--- config.mk ---
export PLATFORM = sky130hd
export DESIGN_NAME = polaris_ifetch_rom_bridge
export DESIGN_NICKNAME = d
export VERILOG_FILES = /design/src/rtl/polaris_ifetch_rom_bridge.sv
export SDC_FILE = /design/constraint.sdc
export NUM_CORES = 1
export LEC_CHECK = 0
export BUFFER_PORTS_ARGS = -buffer_cell sky130_fd_sc_hd__clkbuf_2
export CORE_ASPECT_RATIO = 0.9
export CORE_MARGIN = 2
export CORE_UTILIZATION = 48
export DETAILED_ROUTE_END_ITERATION = 12
export GPL_TIMING_DRIVEN = 0
export PLACE_DENSITY = 0.79
export SLEW_MARGIN = 10
export SYNTH_ARGS = -nofsm -noshare
export SYNTH_HDL_FRONTEND = slang
export SYNTH_SLANG_ARGS = --single-unit
--- constraint.sdc ---
create_clock -name clk_i -period 2.7 [get_ports clk_i]
set_clock_uncertainty 0.05 [all_clocks]
set_input_delay 0.135 -clock clk_i [delete_from_list [all_inputs] [get_ports clk_i]]
set_output_delay 0.135 -clock clk_i [all_outputs]
set_load 0.02 [all_outputs]
--- src/rtl/polaris_ifetch_rom_bridge.sv ---
// Instruction-fetch slave for the PolarisCPU I port. Requests are served from a
// 16-bit boot ROM one halfword at a time, with a programmable number of wait
// states per halfword. Two halfwords are assembled into each 32-bit word.
// Requests that miss the window, are misaligned, or use an unsupported size
// are still acknowledged, with zero data and ierr_o set, so a fetch can never
// stall the CPU.
module polaris_ifetch_rom_bridge #(
  parameter logic [63:0] BASE   = 64'hFFFF_FFFF_FFFF_FE00,
  parameter int          ROM_AW = 8,
  parameter int          WAIT   = 1
) (
  input  logic              clk_i,
  input  logic              reset_i,
  input  logic [63:0]       iadr_i,
  input  logic [1:0]        isiz_i,
  output logic              iack_o,
  output logic [31:0]       idat_o,
  output logic              ierr_o,
  output logic              rom_cs_o,
  output logic [ROM_AW-1:0] rom_adr_o,
  input  logic [15:0]       rom_dat_i
);

  localparam logic [3:0] WAIT_C = 4'(WAIT);

  typedef enum logic [1:0] {
    ST_IDLE = 2'b00,
    ST_RDLO = 2'b01,
    ST_RDHI = 2'b10,
    ST_ACK  = 2'b11
  } state_e;

  state_e            state_q, state_d;
  logic [3:0]        cnt_q, cnt_d;
  logic [15:0]       lo_q, lo_d;
  logic              word_q, word_d;
  logic              bad_q, bad_d;
  logic              iack_q, iack_d;
  logic [31:0]       idat_q, idat_d;
  logic              ierr_q, ierr_d;
  logic              cs_q, cs_d;
  logic [ROM_AW-1:0] adr_q, adr_d;

  logic              hit_s;
  logic              bad_req_s;

  // Classify the request presented on the bus; only consulted in IDLE.
  always_comb begin
    hit_s     = (iadr_i[63:ROM_AW+1] == BASE[63:ROM_AW+1]);
    bad_req_s = 1'b0;
    if (!hit_s) begin
      bad_req_s = 1'b1;
    end else begin
      case (isiz_i)
        2'b01:   bad_req_s = iadr_i[0];
        2'b10:   bad_req_s = (iadr_i[1:0] != 2'b00);
        2'b11:   bad_req_s = 1'b1;
        default: bad_req_s = 1'b0;
      endcase
    end
  end

  // Next-state and registered-output decode. A rejected request spends one
  // cycle in RDLO with the chip select off, so an error ack arrives in the same
  // cycle as a zero-wait halfword ack.
  always_comb begin
    state_d = state_q;
    cnt_d   = cnt_q;
    lo_d    = lo_q;
    word_d  = word_q;
    bad_d   = bad_q;
    iack_d  = 1'b0;
    idat_d  = idat_q;
    ierr_d  = ierr_q;
    cs_d    = cs_q;
    adr_d   = adr_q;
    case (state_q)
      ST_IDLE: begin
        if (isiz_i != 2'b00) begin
          word_d  = (isiz_i == 2'b10);
          state_d = ST_RDLO;
          if (bad_req_s) begin
            bad_d = 1'b1;
            cnt_d = 4'd0;
            cs_d  = 1'b0;
          end else begin
            bad_d = 1'b0;
            cnt_d = WAIT_C;
            cs_d  = 1'b1;
            adr_d = iadr_i[ROM_AW:1];
          end
        end else begin
          state_d = ST_IDLE;
        end
      end
      ST_RDLO: begin
        if (cnt_q != 4'd0) begin
          cnt_d = cnt_q - 4'd1;
        end else if (bad_q) begin
          idat_d  = 32'h0000_0000;
          ierr_d  = 1'b1;
          iack_d  = 1'b1;
          state_d = ST_ACK;
        end else begin
          lo_d = rom_dat_i;
          if (word_q) begin
            // Word addresses are 4-byte aligned, so the low index is even
            // and index+1 never wraps.
            adr_d   = adr_q + ROM_AW'(1);
            cnt_d   = WAIT_C;
            state_d = ST_RDHI;
          end else begin
            idat_d  = {16'h0000, rom_dat_i};
            ierr_d  = 1'b0;
            cs_d    = 1'b0;
            iack_d  = 1'b1;
            state_d = ST_ACK;
          end
        end
      end
      ST_RDHI: begin
        if (cnt_q != 4'd0) begin
          cnt_d = cnt_q - 4'd1;
        end else begin
          idat_d  = {rom_dat_i, lo_q};
          ierr_d  = 1'b0;
          cs_d    = 1'b0;
          iack_d  = 1'b1;
          state_d = ST_ACK;
        end
      end
      ST_ACK: begin
        state_d = ST_IDLE;
      end
      default: begin
        state_d = ST_IDLE;
        cs_d    = 1'b0;
      end
    endcase
  end

  // State and output registers; reset aborts any transaction without an ack.
  always_ff @(posedge clk_i or negedge reset_i) begin
    if (!reset_i) begin
      state_q <= ST_IDLE;
      cnt_q   <= 4'd0;
      lo_q    <= 16'h0000;
      word_q  <= 1'b0;
      bad_q   <= 1'b0;
      iack_q  <= 1'b0;
      idat_q  <= 32'h0000_0000;
      ierr_q  <= 1'b0;
      cs_q    <= 1'b0;
      adr_q   <= '0;
    end else begin
      state_q <= state_d;
      cnt_q   <= cnt_d;
      lo_q    <= lo_d;
      word_q  <= word_d;
      bad_q   <= bad_d;
      iack_q  <= iack_d;
      idat_q  <= idat_d;
      ierr_q  <= ierr_d;
      cs_q    <= cs_d;
      adr_q   <= adr_d;
    end
  end

  assign iack_o    = iack_q;
  assign idat_o    = idat_q;
  assign ierr_o    = ierr_q;
  assign rom_cs_o  = cs_q;
  assign rom_adr_o = adr_q;

endmodule

-- Word level (Yosys, flattened, before mapping)
Cells that the tools add are included.
Widths: inputs -> output; s select.
- $add $sub $neg: 2
- equality and inequality tests: 18
- mux-type cells: 42
- bitwise operators: 2
- reductions and logical operators: 14
- operators with widths (operator ; number):
    $mux 32 ; 4
    $pmux 32 s2 ; 1
    $eq 55x55->1 const B ; 1
    $mux 8 ; 5
    $mux 4 ; 5
    $mux 1 ; 18
    $ne 2x2->1 const B ; 8
    $pmux 8 s2 ; 1
    $pmux 4 s3 ; 1
    $reduce_and 6->1 ; 2
    $ne 3x3->1 const B ; 3
    $add 8x1->8 const B ; 1
    $eq 2x2->1 const B ; 4
    $pmux 2 s4 ; 1
    $reduce_bool 2->1 ; 4
    $pmux 1 s3 ; 2
    $reduce_and 5->1 ; 1
    $eq 2x1->1 const B ; 2
    $mux 2 ; 2
    $pmux 1 s2 ; 2
    $reduce_and 2->1 ; 2
    $reduce_and 4->1 ; 1
    $reduce_bool 4->1 ; 1
    $sub 4x1->4 const B ; 1
    other kinds (4) ; 5
- register bits: 67
- input bits: 84
- output and inout bits: 43
- logic and storage cells: 88

-- Depth between registers and ports, before layout
- depth in word-level cells: 6
- gate-level depth with buffers: 10
- mapped depth without buffers: 7

-- Worst setup path after synthesis
OpenSTA, ideal clock, no wires.
- path type: register -> register
- start point: reg cnt_q[0]
- end point: reg idat_q[4] (netlist: idat_o[4])
- arrival time: 2.047 ns
- path slack: 0.469 ns
- stages on the path, launching flop included: 11
- path buffers: 3
- clock period less this slack: 2.231 ns
- path through: dfrtp_1 > inv_1 > ha_1 > or3b_2 > clkbuf_1 > a21oi_1 > o21ai_0 > clkbuf_1 > clkbuf_1 > nand2_1 > o21ai_0
- cells in the longest elaborated chain, start to end: 3
- elaborated cells between the ends (all ways): 4
- those cells by class: eq/ne (2); reduce/logical (2)
- RTL lines (what ; line ; source):
    start, declared ; 34 ; logic [3:0] cnt_q, cnt_d;
    start signal, assigned ; 157 ; cnt_q <= cnt_d;
    $reduce_bool 4->1 * ; 97, 122 ;
    $ne 2x2->1 (no source line) ; - ;
    $reduce_and 4->1 (no source line) * ; - ;
    end signal, assigned ; 162 ; idat_q <= idat_d;
    end, declared ; 39 ; logic [31:0] idat_q, idat_d;
Every way passes the cells marked *; elsewhere a longest branch is shown, timed or not.
A chain may end at the register's enable or synchronous reset.

-- Final worst setup path
- start point: reg cnt_q[0]
- end point: reg idat_q[7] (netlist: idat_o[7])
The elaborated chain is that of the path after synthesis.

==> flow_summary.toml <==
[setup_path]
worstPathMaxFanout = 10
rr_worst_depth = 10
r2r_setup_slack_ns = 0.17
start_kind = "flop"
crit_required_ns = 2.85
crit_arrival_ns = 2.68
timing.rr.start = "cnt_q[0]"
r2r_end = "idat_o[7]"
endpoint_kind = "flop"
critPathKind = "flop to flop"

[detailed_routing]
top_layer = "met4"
drtIter0Drc = 297
wl_met1_um = 3750
met3_length_um = 543
routed_wl_um = 8930
dr_wl_met2_um = 4420
drt-wirelength-per-cell_um = 16.0
num_vias = 3119
drcViolationCount = 0
antenna_left = 0
firstDrtPassIters = 5
vias_per_cell = 5.60

[floorplanning]
io_pins = 127
fp.dieH_um = 82.2
die_w_um = 90.9
start_util_pct = 49.6
die-area_um2 = 7480
rows = 28
coreArea_um2 = 6590

[sta]
rsz0062_at_grt = "true"
relSlewSlack_pct = 61.2
drv_slew = 0
tns_ns = 0
worst_pin_slew_ns = 0.581
hold_violations = 0
fmax_mhz = 395
finalSetupViolations = 0
whs_ns = 0.0103
finalCriticalPeriod_ns = 2.53
setup_ws_ns = 0.169
timing.final.crit_share_pct = 93.7

[clocking]
cts_buffers = 9
cts_root_buf = "clkbuf_8"
clock-sinks = 67
clock_latency_ns = 0.34
clkTransAtPathRegs_ns = 0.07
ctsHtreeMaxLevel = 3
clockBufferDepth = 2
cts_tree = "yes"

[finish]
areaGrowthSynthToFinish_pct = 36.5
fin_area_um2 = 4460
num_antenna_cells = 0
drive_gt1_share_pct = 37.3
fin_nets = 555
fin_util_pct = 67.6
fin_cells = 557

[synthesis]
synth_ff_type = "dfrtp_1"
synth_edf_count = 0
syn_avg_cell_area_um2 = 10.6
synthTopCellsByCount = "dfrtp_1, o21ai_0, nand2_1"
yosysMostFrequentCell = "dfrtp_1"
ys_seq_area_share_pct = 51.4
synth_seq_cells = 67
synth_area_um2 = 3260
synth_top_cell_by_area = "dfrtp_1"
synthDistinctLibCells = 43
synth_nets = 399
synth_cells = 307
synth-async-reset-ratio_pct = 100
synth_top_area_share_pct = 51.4
yosys_warnings = 0
ys_top_cells_by_area = "dfrtp_1, mux2_2, a22o_1, o21ai_0, a22oi_1"

[power_and_ir_drop]
pwr_density_cell_nw_per_um2 = 1080
p_leak_nw = 2.12
peakVddDrop_mv = 0.595
total_power_mw = 4.80

[global_routing]
grt_pass1_wl_um = 14800
grt_max_degree = 48
antenna_found_initial = 0
grt_pass1_vias = 3107
overflow = 0
grt_util_all_layers_pct = 25.1

[job]
cap_violations = 0

[placement]
place_area_um2 = 4040
numPlacedInstances = 524
routabilityCongestion = 0.840
hpwlAfterDp_um = 6280
io_buffers = 126
dp_slack_ns = 0.0329

[hold_path]
min_path_cells = 2
worstHoldStart = "rom_dat_i[3]"
hp-class = "input port to flop"
hold_end = "idat_o[19]"

[run_status]
run_status = "finished clean"
==> registers in the layout, indices dropped and copies added (netlist names) <==
name	cells
bad_q	1
iack_o	1
idat_o	32
rom_adr_o	8
cnt_q	4
ierr_o	1
rom_cs_o	1
word_q	1
lo_q	16
state_q	2
==> cell usage in the layout (no fill, tap or decap), types with 2 or more instances in the layout <==
master and n:
a22o_1 16, bufinv_16 2, o31ai_1 4, a21o_1 2
a2bb2oi_1 2, a211o_1 2, or3_1 2, clkbuf_8 10
nor4_1 4, nand2b_1 3, and3_1 5, nand2_1 26
clkinv_2 2, nor3b_1 4, dlygate4sd3_1 19, nand3_1 9
nor3_1 3, a22oi_1 16, inv_1 11, dfrtp_1 67
nor2_1 8, a311oi_1 2, o31a_1 2, a21oi_1 7
mux2_2 20, buf_2 4, ha_1 8, mux2i_1 3
a221o_1 2, nand4_1 16, a221oi_1 3, clkbuf_2 126
clkbuf_1 10, o21ai_0 27
==> power by group <==
part           switching, mW  internal, mW
clock                  0.378         0.536
sequential             0.271          1.38
combinational           1.34         0.891
total                   1.99          2.81
==> what timing repair did <==
| item | in CTS | in global routing |
|---|---|---|
| setup endpoints to repair | 1 | 44 |
| cloned | 0 | 0 |
| gates resized for setup | 1 | 9 |
| setup buffers | 0 | 0 |
| hold buffers | 19 | 0 |
| hold endpoints to repair | 87 | 0 |
==> metal layers <==
layer / up-vias / GRT usage (%)
li1: 1478 / -
met1: 1501 / 32.4
met2: 117 / 41.5
met3: 23 / 6.17
met4: 0 / 9.55
met5: - / 0
==> critical path: stages (launching register included) <==
cell	delay [ns]
dfrtp_1	0.41
inv_1	0.10
ha_1	0.19
or3b_2	0.45
clkbuf_1	0.22
a21oi_2	0.18
o21ai_0	0.15
buf_2	0.22
buf_2	0.21
nand2_1	0.10
o21ai_0	0.10
==> kinds of logic after synthesis <==
group	Yosys count	share of synthesized area (%)
AO/OA/AOI/OAI	94	20.4
AND/OR/NAND/NOR	88	14.1
flip-flops	67	51.4
buffers and inverters	27	3.18
multiplexers	23	7.82
adder cells (fa/ha/maj)	8	3.07
==> area by class of cell <==
class	instances	area, um2
fill	545	2130
clock inverter	5	77.6
inverter	11	41.3
multi-input combinational	213	1500
tap	90	113
clock buffer	10	138
timing repair buffer	146	851
buffer	15	62.6
sequential	67	1680
==> worst max-delay path by stage <==
stage	startpoint	to	cells after the start	slack, ns
CTS	state_q[1]	lo_q[10]	6	0.02
floorplan	cnt_q[0]	idat_o[4]	10	0.47
finish	cnt_q[0]	idat_o[7]	10	0.17
global route	cnt_q[0]	idat_o[7]	10	-0.03
global placement	cnt_q[0]	idat_o[9]	10	0.10
detailed placement	state_q[1]	lo_q[10]	6	0.03
Power figures use the tool's default switching activity.
